`config.mk`:
```
export PLATFORM = sky130hd
export DESIGN_NAME = seg_scan_arbiter_flat
export DESIGN_NICKNAME = d
export VERILOG_FILES = /design/src/rtl/seg_scan_arbiter_if.sv /design/src/rtl/seg_scan_arbiter.sv /design/src/flat_wrapper.sv
export SDC_FILE = /design/constraint.sdc
export NUM_CORES = 1
export LEC_CHECK = 0
export BUFFER_PORTS_ARGS = -buffer_cell sky130_fd_sc_hd__buf_2
export CELL_PAD_IN_SITES_DETAIL_PLACEMENT = 2
export CELL_PAD_IN_SITES_GLOBAL_PLACEMENT = 2
export CORE_AREA = 2 2 117 119
export CTS_CLUSTER_SIZE = 16
export DETAILED_ROUTE_END_ITERATION = 10
export DIE_AREA = 0 0 119 121
export PLACE_DENSITY = 0.85
export SETUP_SLACK_MARGIN = 0.4
export SYNTH_ARGS = -nofsm -noshare
export SYNTH_HDL_FRONTEND = slang
export SYNTH_SLANG_ARGS = --single-unit
export TNS_END_PERCENT = 50
```
`constraint.sdc`:
```
create_clock -name clk -period 4.9 [get_ports clk]
set_input_delay 1.47 -clock clk [delete_from_list [all_inputs] [get_ports clk]]
set_output_delay 1.47 -clock clk [all_outputs]
set_load 0.02 [all_outputs]
```
`src/rtl/seg_scan_arbiter_if.sv`:
```
// Requester-side handshake bundle for the shared seven-segment display.
// The requester (master) offers a frame; the arbiter (slave) returns a combinational ready.
interface seg_scan_arbiter_if;
    logic        req0_valid;
    logic [31:0] req0_data;
    logic [7:0]  req0_mask;
    logic        req0_ready;
    logic        req1_valid;
    logic [31:0] req1_data;
    logic [7:0]  req1_mask;
    logic        req1_ready;

    modport master (
        output req0_valid, req0_data, req0_mask,
        output req1_valid, req1_data, req1_mask,
        input  req0_ready, req1_ready
    );

    modport slave (
        input  req0_valid, req0_data, req0_mask,
        input  req1_valid, req1_data, req1_mask,
        output req0_ready, req1_ready
    );
endinterface

```
`src/rtl/seg_scan_arbiter.sv`:
```
// Purpose: round-robin share of an 8-digit 7-seg display, frame-boundary swaps, multiplexed scan.
// Latency: ready is combinational; first digit reaches the pins 1 cycle after the accept edge.
// Backpressure: ready only in IDLE or the last dwell cycle of a frame; requesters hold payload until then.
module seg_scan_arbiter #(
    parameter int CLK_DIV  = 1000,
    parameter bit LZ_BLANK = 1'b1
) (
    input  logic               clk,
    input  logic               rst,
    seg_scan_arbiter_if.slave  req,
    output logic [7:0]         o_seg,
    output logic [7:0]         o_digit_sel,
    output logic               o_owner
);

    localparam int CW = (CLK_DIV > 1) ? $clog2(CLK_DIV) : 1;
    localparam logic [CW-1:0] CNT_LAST = CW'(CLK_DIV - 1);

    typedef enum logic {IDLE, SHOW} state_t;

    state_t        state, state_nxt;
    logic [CW-1:0] cnt, cnt_nxt;
    logic [2:0]    idx, idx_nxt;
    logic [31:0]   data, data_nxt;
    logic [7:0]    mask, mask_nxt;
    logic          owner, owner_nxt;
    logic          last, last_nxt;

    logic          frame_end;
    logic          window;
    logic          grant0, grant1;
    logic          acc0, acc1;

    logic [7:0]    vis;
    logic [31:0]   upper;
    logic [3:0]    nib;
    logic [7:0]    seg_nxt, sel_nxt;

    function automatic logic [7:0] enc(input logic [3:0] n);
        case (n)
            4'h0: enc = 8'hFC;
            4'h1: enc = 8'h60;
            4'h2: enc = 8'hDA;
            4'h3: enc = 8'hF2;
            4'h4: enc = 8'h66;
            4'h5: enc = 8'hB6;
            4'h6: enc = 8'hBE;
            4'h7: enc = 8'hE0;
            4'h8: enc = 8'hFE;
            4'h9: enc = 8'hE6;
            4'hA: enc = 8'hEE;
            4'hB: enc = 8'h3E;
            4'hC: enc = 8'h9C;
            4'hD: enc = 8'h7A;
            4'hE: enc = 8'h9E;
            default: enc = 8'h8E;
        endcase
    endfunction

    always_ff @(posedge clk or negedge rst) begin
        if (!rst) begin
            state <= IDLE;
            cnt   <= '0;
            idx   <= '0;
            data  <= '0;
            mask  <= '0;
            owner <= 1'b0;
            last  <= 1'b1;
        end else begin
            state <= state_nxt;
            cnt   <= cnt_nxt;
            idx   <= idx_nxt;
            data  <= data_nxt;
            mask  <= mask_nxt;
            owner <= owner_nxt;
            last  <= last_nxt;
        end
    end

    always_comb begin
        state_nxt = state;
        cnt_nxt   = cnt;
        idx_nxt   = idx;
        data_nxt  = data;
        mask_nxt  = mask;
        owner_nxt = owner;
        last_nxt  = last;

        frame_end = (state == SHOW) && (cnt == CNT_LAST) && (idx == 3'd7);
        window    = (state == IDLE) || frame_end;

        // On contention the requester that did not win last time gets the slot.
        grant0 = req.req0_valid && (!req.req1_valid || last);
        grant1 = req.req1_valid && (!req.req0_valid || !last);
        acc0   = window && grant0;
        acc1   = window && grant1;
        req.req0_ready = acc0;
        req.req1_ready = acc1;

        if (state == SHOW) begin
            if (cnt == CNT_LAST) begin
                cnt_nxt = '0;
                idx_nxt = idx + 3'd1;
            end else begin
                cnt_nxt = cnt + CW'(1);
            end
        end

        if (acc0 || acc1) begin
            data_nxt  = acc1 ? req.req1_data : req.req0_data;
            mask_nxt  = acc1 ? req.req1_mask : req.req0_mask;
            owner_nxt = acc1;
            last_nxt  = acc1;
            cnt_nxt   = '0;
            idx_nxt   = '0;
            state_nxt = (mask_nxt == 8'h00) ? IDLE : SHOW;
        end
    end

    always_comb begin
        vis   = '0;
        upper = '0;
        for (int k = 0; k < 8; k++) begin
            upper  = data >> (4 * k);
            vis[k] = mask[k] && !(LZ_BLANK && (k > 0) && (upper == 32'd0));
        end
        nib     = data[{idx, 2'b00} +: 4];
        seg_nxt = 8'hFF;
        sel_nxt = 8'hFF;
        if ((state == SHOW) && vis[idx]) begin
            sel_nxt = ~(8'b1 << idx);
            seg_nxt = ~enc(nib);
        end
    end

    // Pins blank asynchronously on reset so a mid-frame reset never leaves a digit lit.
    always_ff @(posedge clk or negedge rst) begin
        if (!rst) begin
            o_seg       <= 8'hFF;
            o_digit_sel <= 8'hFF;
        end else begin
            o_seg       <= seg_nxt;
            o_digit_sel <= sel_nxt;
        end
    end

    assign o_owner = owner;

endmodule

```
`src/flat_wrapper.sv`:
```
// flat-port wrapper written by rule: the top's interface ports become plain ports
module seg_scan_arbiter_flat 
#(
    parameter int CLK_DIV  = 1000,
    parameter bit LZ_BLANK = 1'b1
)
  (clk, rst, o_seg, o_digit_sel, o_owner, req_req0_valid, req_req0_data, req_req0_mask, req_req1_valid, req_req1_data, req_req1_mask, req_req0_ready, req_req1_ready);
  seg_scan_arbiter_if req_i ();
  input  logic clk;
  input  logic rst;
  output logic [7:0] o_seg;
  output logic [7:0] o_digit_sel;
  output logic o_owner;
  input wire logic [$bits(req_i.req0_valid)-1:0] req_req0_valid;
  input wire logic [$bits(req_i.req0_data)-1:0] req_req0_data;
  input wire logic [$bits(req_i.req0_mask)-1:0] req_req0_mask;
  input wire logic [$bits(req_i.req1_valid)-1:0] req_req1_valid;
  input wire logic [$bits(req_i.req1_data)-1:0] req_req1_data;
  input wire logic [$bits(req_i.req1_mask)-1:0] req_req1_mask;
  output wire logic [$bits(req_i.req0_ready)-1:0] req_req0_ready;
  output wire logic [$bits(req_i.req1_ready)-1:0] req_req1_ready;
  assign req_i.req0_valid = req_req0_valid;
  assign req_i.req0_data = req_req0_data;
  assign req_i.req0_mask = req_req0_mask;
  assign req_i.req1_valid = req_req1_valid;
  assign req_i.req1_data = req_req1_data;
  assign req_i.req1_mask = req_req1_mask;
  assign req_req0_ready = req_i.req0_ready;
  assign req_req1_ready = req_i.req1_ready;
  seg_scan_arbiter #(.CLK_DIV(CLK_DIV), .LZ_BLANK(LZ_BLANK)) u_core (.clk(clk), .rst(rst), .req(req_i), .o_seg(o_seg), .o_digit_sel(o_digit_sel), .o_owner(o_owner));
endmodule
```
======== Word-level counts from Yosys, hierarchy flattened ========
Memories as Yosys holds them, arrays and structs flattened.
Cells that the tools add are included.
W data, S select, Z words.
operators by class
  shift operators ......................... 2
  equal/unequal tests ..................... 2
  multiply operators ...................... 0
  reduce and logical (&&, ||, !) cells .... 39
  bitwise operators ....................... 3
  muxes and demuxes ....................... 14
  div/mod/pow operators ................... 0
  add/subtract/negate cells ............... 2
  magnitude comparators ................... 1
operators by type and width
  operator                 number
  $logic_not A32 Y1        7
  $mux W32                 1
  $mux W8                  4
  $shiftx A32 B6 Y4        1
  $mux W10                 3
  $not A8 Y8               2
  $logic_and A1 B1 Y1      14
  $add A10 B1 Y10 const B  1
  $eq A10 B10 Y1 const B   1
  $logic_not A1 Y1         10
  $mux W3                  3
  $logic_not A8 Y1         1
  $shl A1 B3 Y8 const A    1
  $logic_or A1 B1 Y1       4
  $lt A3 B4 Y1 const B     1
  $reduce_bool A2 Y1       2
  $add A3 B1 Y3 const B    1
  $bmux W1 S3              1
  $eq A3 B3 Y1 const B     1
  $mux W1                  2
  $reduce_and A2 Y1        1
  $not A1 Y1               1
word-level totals
  memories kept ........................... 1
  register bits after elaboration ......... 72
  latch bits .............................. 0
  ROM bits ................................ 112
  output and inout bits ................... 19
  bits in writable memories ............... 0
  logic and storage cells ................. 73
memories
  memory            words  bits a word  rd ports  clocked after memory_dff  wr ports  line                    source
  (name not given)  16     7            1         0                         0         seg_scan_arbiter.sv:40  case (n)

======== Longest topological paths before layout ========
  depth after elaboration ................. 9
  gate-level depth with buffers ........... 11

======== Worst setup path after synthesis ========
OpenSTA, ideal clock, no wires.
  kind .................................... in2out
  start point ............................. input req_req1_valid
  end point ............................... output req_req1_ready
  required time ........................... 3.430 ns
  stages on the path ...................... 5
  arrival time ............................ 2.107 ns
  setup slack ............................. 1.323 ns
  cell sequence ........................... inv_1 a211o_1 buf_6 inv_4 buf_6
on the way
  longest elaborated chain between the ends .. 2
RTL lines
  what                 line                    source
  start, declared      flat_wrapper.sv:17      input wire logic [$bits(req_i.req1_valid)-1:0] req_req1_valid;
  $logic_and A1 B1 Y1  seg_scan_arbiter.sv:94  grant1 = req.req1_valid && (!req.req0_valid || !last);
  $logic_and A1 B1 Y1  seg_scan_arbiter.sv:96  acc1 = window && grant1;
  end, declared        flat_wrapper.sv:21      output wire logic [$bits(req_i.req1_ready)-1:0] req_req1_ready;
No other way between the ends.

======== Worst setup path after layout ========
  start point ............................. register u_core.idx[1]
  end point ............................... output req_req1_ready
on the way
  longest elaborated chain between the ends .. 4
RTL lines
  what                    line                    source
  start, declared         seg_scan_arbiter.sv:23  logic [2:0] idx, idx_nxt;
  start signal, assigned  seg_scan_arbiter.sv:72  idx <= idx_nxt;
  $eq A3 B3 Y1            seg_scan_arbiter.sv:89  frame_end = (state == SHOW) && (cnt == CNT_LAST) && (idx == 3'd7);
  $logic_and A1 B1 Y1     seg_scan_arbiter.sv:89
  $logic_or A1 B1 Y1      seg_scan_arbiter.sv:90  window = (state == IDLE) || frame_end;
  $logic_and A1 B1 Y1     seg_scan_arbiter.sv:96
No other way between the ends.

==> reports/summary.txt <==
Worst path slowest cell: o41a_1
Antenna Cells: 0
Root Driver: clkbuf_16
Max Cap Viol: 0
CP Launch Point: u_core.idx[1]$_DFFE_PN0P_
Leakage: 0.00212 µW
Setup TNS: 0 ps
Via count: 3614
Final global-route overflow total: 0
CTS tree: yes
Post-Route Utilization: 0.368
WP depth: 8
Nets: 626
Setup violators final: 0
1st-iter DRT viols: 156
Drc violations: 0
TritonCTS buffer count: 9
First-pass GRT wire length: 21100 µm
Worst path max stage delay: 510 ps
Pwr Density: 414 nW/µm²
Achievable frequency: 0.236 GHz
Register area share after synthesis: 0.465
Final min period: 4240 ps
Num ports: 103
Antenna-violating nets left: 0
WL met1: 5580 µm
DR WL met3: 410 µm
H-tree Lvls: 3
Synth Instances: 438
Post-synth EDFFs: 0
Clock Skew: 8.91 ps
Core area: 13100 µm²
Relative slew slack: 0.374
Clock slew seen by the registers of the worst setup and hold paths: 60 ps
Slew @ Worst Pin: 912 ps
Worst R2R End: u_core.state$_DFFE_PN0N_
Wire per inst: 17.8 µm
R2r worst-path depth: 9
CTS sink count: 71
Initial antenna violation count: 0
Die W: 119 µm
Metal2 WL: 6460 µm
Worst-path cell chain: buf_4, ha_1, ha_1, inv_1, o41a_1, a211o_1, inv_4, buf_2
Worst vdd ir: 0.176 mV
Most frequent CP cell: ha_1
Synth Net Count: 534
CTS Hold Bufs: 0
Critical path's top delay family: buffers and inverters
Hold Slack: 508 ps
RR Startpoint: u_core.idx[1]$_DFFE_PN0P_
Worst-skew pair later-pin latency: 340 ps
Port buffer count: 101
Yosys reg bits: 71
Worst setup SP type: flip-flop
Clk buf depth: 2
DP Worst Slack: 895 ps
Ys async rst share: 1.00
Kind of critical path: flip-flop to output port
Critical Path RT: 3430 ps
Total global-route track usage: 0.186
# Post-CTS Setup Buffers: 0
Layout cells sized above 1: 0.288
Post-cts sizing count: 0
Crit path DAT: 2770 ps
Detailed Routing Iterations Pass 1: 4
Primary FF master, synth: dfrtp_1
Highest layer used for signal routing: met4
Die height: 121 µm
RSZ-0062 raised after global routing: false
Min-Delay Path Class: flip-flop to flip-flop
Number of global-route vias before repair: 4108
CP Max Fanout: 41
Synthesized area per cell: 8.82 µm²
Worst Setup EP: req_req1_ready
GPL Wtd Cong: 0.815
Die Area: 14400 µm²
Mapped cell area: 3860 µm²
Critical Path End Type: output port
Worst reg-to-reg setup slack: 2060 ps
Largest net degree at the start of global routing: 85
Buf/Inv on CP: 4
Max Slew Vio Count: 0
Initial Util: 0.295
Detailed-route wire length: 12700 µm
Hpwl dp: 9250 µm
Synth unique cells: 47
Synth-to-Final Area Change: 24.6%
Setup ws final: 657 ps
Status: finished clean
Routed vias/inst: 5.08
Cell Rows: 42
Period utilization: 0.866
Synth warn: 0
Final hold violations: 0
placed cells by master (no fill, tap or decap), types with 2 or more instances in the layout:
cell type,count
buf_4,6
a31oi_1,40
clkbuf_16,9
nand4_1,2
inv_6,2
ha_1,12
mux2i_1,4
nand2b_1,4
inv_1,9
dfrtp_1,55
o211ai_1,4
o31ai_1,3
buf_2,101
nor2_1,55
o21ai_0,28
clkinvlp_4,2
mux4_2,8
bufinv_16,2
a21oi_1,6
and3_1,4
dfstp_2,16
nor4_1,11
nor3_1,3
nand3_1,10
nand2_1,111
a221o_1,3
sequential cells by signal, summed over array words and instances, names as in the netlist:
name / flops
u_core.cnt: 10
u_core.data: 32
u_core.idx: 3
u_core.last: 1
u_core.mask: 8
u_core.o_digit_sel: 8
u_core.o_owner: 1
u_core.o_seg: 7
u_core.state: 1
report_power, final:
part | total (µW) | switching [µW] | internal [µW] | leakage, µW
logic | 466 | 278 | 188 | 0.00116
clock network | 717 | 268 | 449 | 0.000150
registers | 808 | 95.2 | 713 | 0.000813
total | 1990 | 641 | 1350 | 0.00212
Yosys cell counts, types with 2 or more instances:
master	n	area (µm²)
nand2_1	111	417
nor2_1	56	210
dfrtp_1	55	1380
a31oi_1	40	250
o21ai_0	28	140
dfstp_2	16	420
ha_1	12	150
clkbuf_1	11	41.3
nor4_1	11	68.8
nand3_1	10	50.1
buf_2	9	45.0
inv_1	9	33.8
mux4_2	8	180
a21oi_1	6	30.0
buf_6	5	56.3
and3_1	4	25.0
mux2i_1	4	40.0
nand2b_1	4	25.0
o211ai_1	4	30.0
a221o_1	3	30.0
nor3_1	3	15.0
o31ai_1	3	22.5
nand4_1	2	12.5
metal layers:
metal	track usage	vias up
li1	-	1726
met2	0.333	75
met3	0.0348	13
met4	0.0558	0
met1	0.227	1800
met5	0	-
metrics by stage:
| stage | cells | area, µm² | total power, µW |
|---|---|---|---|
| 4_1_cts | 711 | 4810 | 2010 |
| 2_1_floorplan | 438 | 3860 | 1080 |
| 3_3_place_gp | 695 | 4490 | 1230 |
| 5_1_grt | 711 | 4810 | 2100 |
| 6_report | 711 | 4810 | 1990 |
| 3_5_place_dp | 695 | 4490 | 1280 |
final cells by class:
type / instances / area [µm²]
tap: 176 / 220
timing repair buffer: 107 / 551
sequential: 71 / 1800
clock buffer: 10 / 229
fill: 1465 / 8270
inverter: 11 / 43.8
clock inverter: 6 / 92.6
multi-input combinational: 330 / 1880
how the worst min path moves through the flow:
stage | slack (ps) | cells past startpoint | end | startpoint
after global placement | 480 | 2 | u_core.last$_DFFE_PN1N_ | u_core.last$_DFFE_PN1N_
final | 510 | 1 | u_core.cnt[8]$_DFFE_PN0P_ | u_core.cnt[8]$_DFFE_PN0P_
after floorplan | 470 | 2 | u_core.last$_DFFE_PN1N_ | u_core.last$_DFFE_PN1N_
after global routing | 550 | 1 | u_core.cnt[8]$_DFFE_PN0P_ | u_core.cnt[8]$_DFFE_PN0P_
after detailed placement | 500 | 1 | u_core.cnt[8]$_DFFE_PN0P_ | u_core.cnt[8]$_DFFE_PN0P_
after CTS | 510 | 1 | u_core.cnt[8]$_DFFE_PN0P_ | u_core.cnt[8]$_DFFE_PN0P_
logic make-up after synthesis:
group                      Yosys count  synth area share
AOI/OAI and AO/OA                   95             0.154
adders and majority gates           12            0.0388
muxes                               13            0.0599
DFF                                 71             0.465
and+or+nand+nor                    209             0.231
buffers and inverters               37            0.0502
other                                1          0.000970
Power figures use the tool's default switching activity.
